--- config.mk ---
export PLATFORM = sky130hd
export DESIGN_NAME = param_mod_counter
export DESIGN_NICKNAME = d
export VERILOG_FILES = /design/src/rtl/param_mod_counter.sv
export SDC_FILE = /design/constraint.sdc
export NUM_CORES = 1
export LEC_CHECK = 0
export CORE_AREA = 3 3 40 42
export CTS_CLUSTER_DIAMETER = 120
export DETAILED_ROUTE_END_ITERATION = 8
export DIE_AREA = 0 0 43 45
export GPL_TIMING_DRIVEN = 1
export PLACE_DENSITY = 0.75
export SYNTH_ARGS = -nofsm -noshare
export SYNTH_HDL_FRONTEND = slang
export SYNTH_SLANG_ARGS = --single-unit
--- constraint.sdc ---
create_clock -name clk_i -period 3.7 [get_ports clk_i]
set_clock_uncertainty 0.05 [all_clocks]
set_input_delay 0.37 -clock clk_i [delete_from_list [all_inputs] [get_ports clk_i]]
set_output_delay 0.37 -clock clk_i [all_outputs]
set_load 0.005 [all_outputs]
--- src/rtl/param_mod_counter.sv ---
// param_mod_counter: modulo-MODULUS up/down counter with synchronous clear,
// range-checked synchronous load, combinational cascade carry (tc_o) and a
// one-cycle load-error pulse.
// Optional feature: define PARAM_MOD_COUNTER_DIV_EN to add div_o, a registered
// clock-enable that is high while the count is in the lower half of its range.
module param_mod_counter #(
    parameter int unsigned WIDTH   = 4,
    parameter int unsigned MODULUS = 10
) (
    input  logic             clk_i,
    input  logic             rst_n_i,
    input  logic             en_i,
    input  logic             up_dn_i,
    input  logic             clr_i,
    input  logic             load_i,
    input  logic [WIDTH-1:0] load_val_i,
`ifdef PARAM_MOD_COUNTER_DIV_EN
    output logic             div_o,
`endif
    output logic [WIDTH-1:0] q_o,
    output logic             tc_o,
    output logic             load_err_o
);

    // Terminal value is held in WIDTH bits so MODULUS == 2**WIDTH never needs
    // a WIDTH+1 bit compare and the wrap never relies on natural overflow.
    localparam logic [WIDTH-1:0] MaxVal  = WIDTH'(MODULUS - 1);
    localparam logic [WIDTH-1:0] HalfVal = WIDTH'(MODULUS / 2);

    logic [WIDTH-1:0] q_q, q_d;
    logic             err_q, err_d;
    logic             at_max, at_zero, load_ok;

    assign at_max  = (q_q == MaxVal);
    assign at_zero = (q_q == '0);
    // load_val_i < MODULUS, expressed against MaxVal to stay within WIDTH bits
    assign load_ok = (load_val_i <= MaxVal);

    // Next-state: clear beats load beats count beats hold.
    always_comb begin
        q_d   = q_q;
        err_d = 1'b0;
        if (clr_i) begin
            q_d = '0;
        end else if (load_i) begin
            if (load_ok) begin
                q_d = load_val_i;
            end else begin
                err_d = 1'b1;
            end
        end else if (en_i) begin
            if (up_dn_i) begin
                q_d = at_max ? '0 : q_q + WIDTH'(1);
            end else begin
                q_d = at_zero ? MaxVal : q_q - WIDTH'(1);
            end
        end
    end

    // Count and error-pulse registers.
    always_ff @(posedge clk_i or negedge rst_n_i) begin
        if (!rst_n_i) begin
            q_q   <= '0;
            err_q <= 1'b0;
        end else begin
            q_q   <= q_d;
            err_q <= err_d;
        end
    end

    // Carry is high exactly when the coming enabled edge wraps the count.
    always_comb begin
        tc_o = en_i & ~clr_i & ~load_i & (up_dn_i ? at_max : at_zero);
    end

    assign q_o        = q_q;
    assign load_err_o = err_q;

`ifdef PARAM_MOD_COUNTER_DIV_EN
    logic div_q, div_d;

    // Derived from the next count so div_o tracks q_o with no lag.
    always_comb begin
        div_d = (q_d < HalfVal);
    end

    // Divided enable register; count resets to 0, which is in the lower half.
    always_ff @(posedge clk_i or negedge rst_n_i) begin
        if (!rst_n_i) begin
            div_q <= 1'b1;
        end else begin
            div_q <= div_d;
        end
    end

    assign div_o = div_q;
`endif

endmodule

==> out/results.md <==
- run status: finished clean
- overflow left after global routing: 0
- R2R Path Start: q_o[3]$_DFFE_PN0P_
- portion of netlist area occupied by mux cells: 0
- Synth Warn #: 0
- worst hold path type: input port to async pin
- area share of fa/ha/maj cells after synthesis: 0
- count of buffers added by post-CTS timing repair for setup: 0
- area enclosed by the die boundary: 0.00194 mm2
- average vias per placed instance: 5.67
- count of buffers from port buffering: 15
- fraction of post-synthesis cell area in the top cell type by area: 0.248
- type of the setup path with the least slack: input port to output port
- flop2flop setup slack: 1.95 ns
- max capacitance violation total: 0
- proportion of synthesized flip-flops having asynchronous set or reset: 1.00
- post-synth cell types: 32
- DIE WIDTH: 43 um
- Die H: 45 um
- Synth area leaders: sky130_fd_sc_hd__dfrtp_1 (25%), sky130_fd_sc_hd__buf_6 (6.7%), sky130_fd_sc_hd__o41ai_2 (6.4%)
- initial core utilization: 0.393
- maximum achievable frequency: 419 MHz
- number of antenna violations at the first check in global routing: 0
- Max-slew headroom: 0.676
- first-pass GRT wire length: 1870 um
- post-synth design cell area: 505 um2
- combinational family with the most area after synthesis: compound AO/OA/AOI/OAI gates
- weighted congestion at the end of routability-driven global placement: 0.773
- maximum root-to-sink buffer count: 2
- Layout Cells excl Fill: 81
- Pre-antenna DRT Iters: 4
- flop and latch count out of synthesis: 5
- post-layout net count: 77
- share of cells above drive strength 1: 0.212
- Worst Setup EP: tc_o
- dominant cell type by area after synthesis: sky130_fd_sc_hd__dfrtp_1
- final hold violation count: 0
- vias in the first global route: 425
- most used standard cells in the synthesized netlist: sky130_fd_sc_hd__dfrtp_1 (5), sky130_fd_sc_hd__nand2_1 (5), sky130_fd_sc_hd__a21oi_1 (4)
- total vias in the final route: 459
- start point of the critical path: clr_i
- global-route usage over all layers: 0.133
- worst vdd rail ir drop: 0.153 mV
- RSZ-0062 raised after global routing: no
- critical path endpoint category: output port
- total nets after synthesis: 63
- topmost layer with routed signal wires: met4
- Starting DRT DRC Count: 7
- LEAKAGE: 0.000238 uW
- number of max-slew violations in the final report: 0
- Clock Pin Slew Worst Setup and Hold Paths: 0.04 ns
- detailed placer's ending HPWL: 814 um
- worst r2r path cells: 4
- number of I/O pins: 16
- Post-Syn Instances: 53
- mean cell area of the mapped netlist: 9.54 um2
- met2 wirelength from detailed routing: 581 um
- clock latency of the later-clocked register in the worst-skew pair: 0.25 ns
- arrival time at the worst endpoint: 1.97 ns
- maximum net fanout on the critical path: 7
- core footprint: 0.00128 mm2
- WL final: 1140 um
- xor/xnor share of the synthesized area: 0.0347
- antenna viol nets, final: 0
- Resized Gates After CTS: 0
- cell total after placement: 77
- H-tree depth: 1
- synthesized-area fraction occupied by ao, oa, aoi and oai cells: 0.295
- pin slew with the least headroom to its limit: 0.485 ns
- number of buffers created by CTS: 3
- Cell Rows: 13
- portion of the clock cycle consumed by the worst path in the final layout: 0.645
- antenna diode count: 0
- Final Core Density: 0.492
- clock root buffer master: sky130_fd_sc_hd__clkbuf_4
- total length of routed met3 wires: 41 um
- clock tree from TritonCTS: built
- top flip-flop cell by instance count after synthesis: sky130_fd_sc_hd__dfrtp_1
- wire length the detailed router placed on met1: 486 um
- shortest clock period the worst path allows after layout: 2.39 ns
- Pwr Density: 325 mW/mm2
- hold buffer count at CTS: 0
- area added between synthesis and finish: 25.0%
- maximum number of pins on one net before global-route repair: 12
- crit start category: input port
- total clock sinks: 5
- terminus of the critical flop-to-flop path: q_o[1]$_DFFE_PN0P_
- Routed WL per cell: 14.1 um
- Data required, critical path: 3.28 ns
- fraction of the yosys area taken by sequential cells: 0.248
- basic-gate share of the synthesized area counting and, or, nand and nor cells: 0.272
- Remaining DRCs: 0
- summed negative setup slack over all endpoints: 0 ns
- number of synthesized flops with an enable pin: 0
- total of endpoints with negative setup slack in the final report: 0
-- layout by cell type, fill, tap and decap left out, types with 2 or more instances in the layout --
| cell type | n |
|---|---|
| sky130_fd_sc_hd__xor2_1 | 2 |
| sky130_fd_sc_hd__o41ai_2 | 2 |
| sky130_fd_sc_hd__nand3_1 | 2 |
| sky130_fd_sc_hd__clkbuf_4 | 3 |
| sky130_fd_sc_hd__nor2_1 | 2 |
| sky130_fd_sc_hd__inv_1 | 2 |
| sky130_fd_sc_hd__nand2_1 | 5 |
| sky130_fd_sc_hd__nor2b_1 | 2 |
| sky130_fd_sc_hd__dfrtp_1 | 5 |
| sky130_fd_sc_hd__clkdlybuf4s50_1 | 15 |
| sky130_fd_sc_hd__a21oi_1 | 4 |
| sky130_fd_sc_hd__or2b_2 | 2 |
-- routing by layer --
layer | GRT usage | up-vias
met4 | 0.0904 | 0
met1 | 0.151 | 218
met5 | 0 | -
li1 | - | 221
met3 | 0.0239 | 4
met2 | 0.228 | 16
-- critical path: stages --
cell                              delay (ns)
sky130_fd_sc_hd__clkdlybuf4s50_1        0.54
sky130_fd_sc_hd__nor4_1                 0.31
sky130_fd_sc_hd__nand2_1                0.09
sky130_fd_sc_hd__a21oi_1                0.13
sky130_fd_sc_hd__clkdlybuf4s50_1        0.52
-- registers in the layout, summed over array words and instances (netlist names) --
register	flops
load_err_o	1
q_o	4
-- power by group --
group / internal [uW] / leakage (uW) / total (uW) / switching, uW
combinational: 38.8 / 0.000158 / 64.3 / 25.5
sequential: 60.0 / 0.0000656 / 75.8 / 15.8
clock: 40.9 / 0.0000150 / 65.5 / 24.6
-- cell families after synthesis --
logic type | count (synthesis)
AND/OR/NAND/NOR | 22
buffers and inverters | 8
flip-flops | 5
XOR/XNOR | 2
AO/OA/AOI/OAI | 16
-- through the flow --
stage	worst slack [ns]	hold WS (ns)	power (uW)	cell area, um2
4_1_cts	1.31	0.303	208	632
3_3_place_gp	1.33	0.557	138	606
2_1_floorplan	2.14	0.0244	122	505
5_1_grt	1.21	0.313	218	632
6_report	1.31	0.299	206	632
3_5_place_dp	1.31	0.569	139	606
-- final cells by class --
class	count	area (um2)
repair buffers	15	150
fillers	130	653
flip-flops and latches	5	125
multi-input cells	40	304
well taps	15	18.8
clock buffers	4	26.3
inverters	2	7.51
-- worst min-delay path by stage --
stage,startpoint,slack [ns],cells past startpoint,endpoint
3_3_place_gp,rst_n_i,0.56,1,load_err_o$_DFF_PN0_
6_report,rst_n_i,0.30,1,q_o[2]$_DFFE_PN0P_
3_5_place_dp,rst_n_i,0.57,1,q_o[0]$_DFFE_PN0P_
4_1_cts,rst_n_i,0.30,1,q_o[0]$_DFFE_PN0P_
2_1_floorplan,rst_n_i,0.02,0,load_err_o$_DFF_PN0_
5_1_grt,rst_n_i,0.31,1,q_o[0]$_DFFE_PN0P_
(Power assumes the default switching activity.)
